File: config.mk
export PLATFORM = sky130hd
export DESIGN_NAME = mem_stage_lsu
export DESIGN_NICKNAME = d
export VERILOG_FILES = /design/src/rtl/mem_stage_lsu.sv
export SDC_FILE = /design/constraint.sdc
export NUM_CORES = 1
export LEC_CHECK = 0
export CORE_UTILIZATION = 41
export CTS_CLUSTER_SIZE = 12
export DETAILED_ROUTE_END_ITERATION = 8
export GPL_TIMING_DRIVEN = 0
export PLACE_DENSITY = 0.75
export SETUP_SLACK_MARGIN = 0.1
export SYNTH_ARGS = -nofsm -noshare
export SYNTH_HDL_FRONTEND = slang
export SYNTH_SLANG_ARGS = --single-unit
File: constraint.sdc
create_clock -name clk -period 10.99 [get_ports clk]
set_input_delay 2.198 -clock clk [delete_from_list [all_inputs] [get_ports clk]]
set_output_delay 2.198 -clock clk [all_outputs]
set_load 0.01 [all_outputs]
File: src/rtl/mem_stage_lsu.sv
// MEM-stage load/store initiator. Turns EX/MEM MemRead/MemWrite requests into
// handshaked data-memory transactions (big-endian byte lanes), stalls the
// pipeline while a transaction is in flight and returns extended load data.
module mem_stage_lsu #(
  parameter int unsigned TIMEOUT_CYCLES = 16
) (
  input  logic        clk,
  input  logic        reset,
  input  logic        MemRead_ex_mm,
  input  logic        MemWrite_ex_mm,
  input  logic [1:0]  size_ex_mm,
  input  logic        sign_ext_ex_mm,
  input  logic [31:0] address,
  input  logic [31:0] foutput2_ex_mm,
  output logic        stall,
  output logic [31:0] load_data,
  output logic        load_valid,
  output logic        misaligned,
  output logic        bus_error,
  output logic        dm_req,
  output logic        dm_we,
  output logic [31:0] dm_addr,
  output logic [3:0]  dm_be,
  output logic [31:0] dm_wdata,
  input  logic        dm_gnt,
  input  logic        dm_rvalid,
  input  logic [31:0] dm_rdata
);

  typedef enum logic [1:0] {IDLE, REQ, WAIT_R, DONE} state_e;

  localparam logic [7:0] TIMEOUT_LIM = TIMEOUT_CYCLES[7:0];

  state_e      state_q, state_d;
  logic        we_q, sign_q, err_q;
  logic [1:0]  size_q, off_q;
  logic [7:0]  cnt_q, cnt_inc;
  logic [31:0] dm_addr_q, dm_wdata_q, load_data_q;
  logic [3:0]  dm_be_q;

  logic        req_any, aligned, start, timeout, tmo_hit;
  logic [3:0]  be_d;
  logic [31:0] wdata_d, rdata_ext;
  logic [7:0]  byte_sel;
  logic [15:0] half_sel;

  assign req_any = MemRead_ex_mm | MemWrite_ex_mm;
  assign start   = (state_q == IDLE) && req_any && aligned;
  assign cnt_inc = cnt_q + 8'd1;
  assign timeout = (cnt_inc == TIMEOUT_LIM);

  // Alignment check, byte enables and lane-replicated store data for a new request.
  // NOTE: every comb output gets a default first so no path leaves it unassigned (no latch).
  always_comb begin
    aligned = 1'b1;
    be_d    = 4'b1111;
    wdata_d = foutput2_ex_mm;
    unique case (size_ex_mm)
      2'b00: begin
        be_d    = 4'b1000 >> address[1:0];
        wdata_d = {4{foutput2_ex_mm[7:0]}};
      end
      2'b01: begin
        aligned = ~address[0];
        be_d    = address[1] ? 4'b0011 : 4'b1100;
        wdata_d = {2{foutput2_ex_mm[15:0]}};
      end
      default: aligned = (address[1:0] == 2'b00);
    endcase
  end

  // Big-endian lane extraction and sign/zero extension of returned read data.
  always_comb begin
    unique case (off_q)
      2'd0: byte_sel = dm_rdata[31:24];
      2'd1: byte_sel = dm_rdata[23:16];
      2'd2: byte_sel = dm_rdata[15:8];
      default: byte_sel = dm_rdata[7:0];
    endcase
    half_sel = off_q[1] ? dm_rdata[15:0] : dm_rdata[31:16];
    unique case (size_q)
      2'b00:   rdata_ext = sign_q ? {{24{byte_sel[7]}}, byte_sel} : {24'h0, byte_sel};
      2'b01:   rdata_ext = sign_q ? {{16{half_sel[15]}}, half_sel} : {16'h0, half_sel};
      default: rdata_ext = dm_rdata;
    endcase
  end

  // State register.
  // NOTE: clocked state uses non-blocking assignments so all flops update together.
  always_ff @(posedge clk or posedge reset) begin
    if (reset) state_q <= IDLE;
    else       state_q <= state_d;
  end

  // Next-state logic; a completed handshake wins over a same-cycle timeout.
  always_comb begin
    state_d = state_q;
    tmo_hit = 1'b0;
    unique case (state_q)
      IDLE:   if (start) state_d = REQ;
      REQ: begin
        if (dm_gnt)       state_d = we_q ? DONE : WAIT_R;
        else if (timeout) begin state_d = DONE; tmo_hit = 1'b1; end
      end
      WAIT_R: begin
        if (dm_rvalid)    state_d = DONE;
        else if (timeout) begin state_d = DONE; tmo_hit = 1'b1; end
      end
      DONE:   state_d = IDLE;
    endcase
  end

  // Output decode; IDLE outputs depend on live request inputs and are held low in reset.
  always_comb begin
    stall      = 1'b0;
    misaligned = 1'b0;
    dm_req     = 1'b0;
    load_valid = 1'b0;
    bus_error  = 1'b0;
    unique case (state_q)
      IDLE: begin
        stall      = start;
        misaligned = req_any && !aligned;
      end
      REQ: begin
        dm_req = 1'b1;
        stall  = 1'b1;
      end
      WAIT_R: stall = 1'b1;
      DONE: begin
        load_valid = ~we_q;
        bus_error  = err_q;
      end
    endcase
    if (reset) begin
      stall      = 1'b0;
      misaligned = 1'b0;
    end
  end

  // Transaction latch, timeout counter and registered load result.
  always_ff @(posedge clk or posedge reset) begin
    if (reset) begin
      we_q        <= 1'b0;
      sign_q      <= 1'b0;
      size_q      <= 2'b00;
      off_q       <= 2'b00;
      dm_addr_q   <= 32'h0;
      dm_be_q     <= 4'h0;
      dm_wdata_q  <= 32'h0;
      cnt_q       <= 8'h0;
      err_q       <= 1'b0;
      load_data_q <= 32'h0;
    end else begin
      err_q <= tmo_hit;
      if (start) begin
        we_q       <= MemWrite_ex_mm;
        sign_q     <= sign_ext_ex_mm;
        size_q     <= size_ex_mm;
        off_q      <= address[1:0];
        dm_addr_q  <= {address[31:2], 2'b00};
        dm_be_q    <= be_d;
        dm_wdata_q <= wdata_d;
        cnt_q      <= 8'h0;
      end else if (state_q == REQ || state_q == WAIT_R) begin
        cnt_q <= cnt_inc;
      end
      if (state_q == WAIT_R && dm_rvalid) load_data_q <= rdata_ext;
      else if (tmo_hit && !we_q)          load_data_q <= 32'h0;
    end
  end

  assign dm_we     = we_q;
  assign dm_addr   = dm_addr_q;
  assign dm_be     = dm_be_q;
  assign dm_wdata  = dm_wdata_q;
  assign load_data = load_data_q;

endmodule

After elaboration in Yosys (flattened, before gate mapping)
Index checks and enable logic that the tools add are counted.
Widths: inputs -> output; s select.
Operators by class
  magnitude comparators: 0
  bitwise operators: 3
  equality and inequality tests: 9
  shift operators: 1
  mux-type cells: 30
  divide/modulo/power cells: 0
  reductions and logical operators: 16
  add/subtract/negate cells: 1
  multipliers: 0
Operators with widths (number)
  $mux 32: 4
  $pmux 32 s2: 2
  $pmux 8 s3: 1
  $mux 16: 1
  $mux 8: 2
  $logic_not 2->1: 5
  $mux 1: 10
  $add 8x1->8 const B: 1
  $eq 2x1->1 const B: 4
  $eq 8x5->1 const B: 1
  $mux 2: 4
  $pmux 2 s4: 1
  $pmux 4 s2: 1
  $eq 2x2->1 const B: 3
  $pmux 1 s2: 3
  $logic_and 1x1->1: 5
  $mux 4: 1
  $reduce_bool 2->1: 2
  $shr 4x2->4 const A: 1
  $logic_not 1->1: 2
  $ne 2x2->1 const B: 1
  $not 1->1: 2
  $reduce_or 2->1: 1
  $logic_or 1x1->1: 1
  $or 1x1->1: 1
Storage, ports and cells
  bits in read-only memories: 0
  memory bits (writable): 0
  memories: 0
  word-level logic and storage cells: 71
  bits of input ports: 105
  register bits after elaboration: 115
  output and inout bits: 106
  latch bits: 0

Depth between registers and ports, before layout
Gate-level depths: netlist (run 1).
  depth in word-level cells: 8
  mapped depth: 8
  depth with buffers taken out: 6

Least setup slack after synthesis (run 1)
Ideal clock, no wire load.
  kind: input to output
  start: in size_ex_mm[0]
  end: out stall
  stages on the path: 5
  path buffers: 1
  setup slack: 5.493 ns
  data arrival time: 3.299 ns
  required time: 8.792 ns
  path through: or2_1 > clkbuf_1 > a221oi_2 > nor2_1 > nor3_1
On the way
  cells in the longest elaborated chain, start to end: 5
  elaborated cells on any way between the ends: 6
  those cells by class: 1 x eq/ne; 3 x mux; 2 x reduce/logical
Ends and longest elaborated chain
  from (decl): line 11  | input logic [1:0] size_ex_mm,
  $eq 2x1->1 / $logic_not 2->1 (equally long branches): line 58  | unique case (size_ex_mm)
  $pmux 1 s2 (*): line 58
  $logic_and 1x1->1 (*): line 48  | assign start = (state_q == IDLE) && req_any && aligned;
  $pmux 1 s2 (*): line 120  | unique case (state_q)
  $mux 1 (*): line 135  | if (reset) begin
  to (decl): line 15  | output logic stall,
Every way passes the cells marked *; elsewhere a longest branch is shown, timed or not.

Worst setup path after layout (run 1)
  start: in size_ex_mm[1]
  end: out stall
The elaborated chain is that of the path after synthesis.

==> impl_metrics.toml, run 1 <==
[grt]
grt_pass1_vias = 5498
antenna_found_initial = 0
grt_pass1_wl_um = 28100
grt_remaining_overflow = 0
grt_max_degree = 61
grtUsageTotal = 0.250

[die]
core_region_area_mm2 = 0.0135
start_util = 0.427
ios = 211
die_x_um = 120
die_h_um = 120
rows = 42
dieArea_mm2 = 0.0145

[cts]
htree_levels = 4
cts_tree = "yes"
clkLatencyLatePin_ns = 0.42
cts_sinks = 115
post_cts_resized = 0
post_cts_buffers = 0
cts_buffer_depth = 2
cts_buffers = 17
clk_pin_slew_ns = 0.05
cts-root-buf = "clkbuf_16"
ctsHoldBuffers = 0

[synthesis]
synth_top_area_cell = "dfrtp_1"
synth_area_mm2 = 0.00574
synthArstFlopShare = 1.00
synth_edf_count = 0
yosysSeqAreaShare = 0.501
synthTopCellsByCount = "nand2_1, dfrtp_1, mux2i_1"
syn_inst = 613
ys_types = 60
synth_top_area_frac = 0.501
synth_area_leaders = "dfrtp_1, nand2_1, mux2i_1"
syn_avg_cell_area_um2 = 9.37
yosysMostFrequentCell = "nand2_1"
synth_seq_cells = 115
ys.flop_type = "dfrtp_1"
ys_warn_count = 0

[setup_path]
criticalPathCategory = "in2out"
required_ns = 8.79
cp_max_fo = 7
crit_path_end_kind = "primary output"
startpoint_type = "primary input"
cp.arrival_ns = 4.54

[pwr]
vdd_drop_max_uv = 163
p_leak_nw = 3.92
p_per_area_mw_per_mm2 = 265

[cells_and_area]
final_nets = 954
drive_gt1_frac = 0.0749
area_growth_pct = 50.9
diodes = 0

[sta]
fmax_ghz = 0.148
period_needed_ns = 6.74
period_share = 0.613
clock_skew_ns = 0.00782
worst_slew_margin_rel = 0.509
hold_viol = 0
setup-tns-final_ns = 0
rsz0062_at_grt = "no"
drv_slew = 0
setup_viol = 0
setup_ws_ns = 4.25
tightestPinTransition_ns = 0.737

[routing]
drc = 0
detail-route-antenna-nets = 0
via_count = 5385
wl_per_cell_um = 16.8
drt-pass1-iter-count = 5
drtIter0Drc = 245
drt_wl_total_um = 17300
viasPerCell = 5.23

[hold_path]
hold_path_class = "reg2reg"

[placed_design]
portBuffers = 208
dp_slack_ns = 4.23
hpwl_um = 13000
place.gp.congestion = 0.800

[job]
maxCapViolations = 0

[outcome]
status = "finished clean"
-- layout make-up --
type,count,area (µm²)
timing repair buffer,209,2110
clock inverter,4,70.1
buffer,42,223
sequential,115,2880
multi-input combinational,444,2600
tap,176,220
inverter,13,53.8
fill,1108,4790
clock buffer,27,513
-- report_power, final --
group	total [mW]	leakage (nW)	switching (mW)	internal (mW)
logic	1.02	2.17	0.492	0.525
clock network	0.544	0.287	0.183	0.361
registers	0.737	1.46	0.124	0.612
-- sequential cells by signal, summed over array words and instances (netlist names) --
signal     count
dm_be          4
load_data     32
state_q        2
cnt_q          8
size_q         2
dm_wdata      32
dm_addr       30
dm_we          1
off_q          2
err_q          1
sign_q         1
-- worst paths after layout --
kind / startpoint / end / slack (ns) / cells after the start
max: size_ex_mm[1] / stall / 4.25 / 7
min: dm_wdata[1] / dm_wdata[1] / 0.47 / 2
max reg2reg: state_q[0] / dm_wdata[20] / 8.45 / 8
min reg2reg: dm_wdata[1] / dm_wdata[1] / 0.47 / 2
max in group asynchronous: reset / dm_addr[9] / 8.05 / 3
min in group asynchronous: reset / dm_wdata[30] / 2.27 / 2
-- layer usage --
metal / part of all wire / GRT usage
met5: 0 / 0
met4: 0.022 / 0.0957
met3: 0.093 / 0.0835
met2: 0.47 / 0.408
met1: 0.41 / 0.304
-- through the flow --
stage / area, µm² / utilization / hold slack (ns) / instances / power, mW
floorplan: 5750 / - / 0.453 / 614 / 1.22
global placement: 8050 / 0.598 / 0.460 / 998 / 1.73
detailed placement: 8080 / 0.601 / 0.461 / 999 / 1.76
CTS: 8670 / 0.644 / 0.474 / 1030 / 2.31
global route: 8670 / 0.644 / 0.493 / 1030 / 2.44
finish: 8670 / 0.644 / 0.470 / 1030 / 2.30
-- critical path, cell delays in order --
cell	delay (ns)
clkdlybuf4s50_1	0.50
or2_1	0.24
clkbuf_1	0.21
a221oi_2	0.58
nor2_1	0.08
nor3_1	0.15
clkdlybuf4s50_1	0.57
-- layout by cell type, fill, tap and decap left out, types with 3 or more instances in the layout --
| cell | instances |
|---|---|
| mux2i_1 | 39 |
| nor2_1 | 26 |
| o21ai_0 | 34 |
| clkbuf_8 | 7 |
| buf_2 | 7 |
| and3_1 | 5 |
| clkbuf_1 | 30 |
| buf_6 | 3 |
| ha_1 | 7 |
| xor2_1 | 5 |
| o22a_1 | 7 |
| o21ai_2 | 7 |
| o221ai_1 | 7 |
| nand4_1 | 4 |
| o31ai_1 | 9 |
| nor3_1 | 4 |
| clkdlybuf4s50_1 | 208 |
| nor2b_1 | 3 |
| a221oi_1 | 8 |
| dfrtp_1 | 115 |
| and2_1 | 3 |
| clkbuf_16 | 17 |
| a21oi_1 | 15 |
| o211ai_1 | 14 |
| inv_1 | 12 |
| nand2_1 | 202 |
-- kinds of logic after synthesis --
logic type / count (synthesis) / share of synthesized area
AOI/OAI and AO/OA: 117 / 0.149
xor gates and xnor gates: 6 / 0.00915
adders and majority gates: 7 / 0.0152
buffers and inverters: 55 / 0.0473
DFF: 115 / 0.501
muxes: 42 / 0.0758
other: 1 / 0.000653
and+or+nand+nor: 270 / 0.202
Power figures use the tool's default switching activity.
==> run 2: changes to the inputs <==
==> constraint.sdc (replaced) <==
create_clock -name clk -period 6.92 [get_ports clk]
set_input_delay 1.384 -clock clk [delete_from_list [all_inputs] [get_ports clk]]
set_output_delay 1.384 -clock clk [all_outputs]
set_load 0.01 [all_outputs]
==> results of run 2 <==
The final DEF is identical to that of run 1. Status: finished clean.
Main changes from that run: setup slack after placement 4.23 ns -> 1.78 ns; setup slack after layout 4.25 ns -> 1.81 ns; register-to-register setup slack 8.45 ns -> 4.38 ns; total power 2.30 mW -> 3.65 mW; worst IR drop on VDD 163 µV -> 258 µV
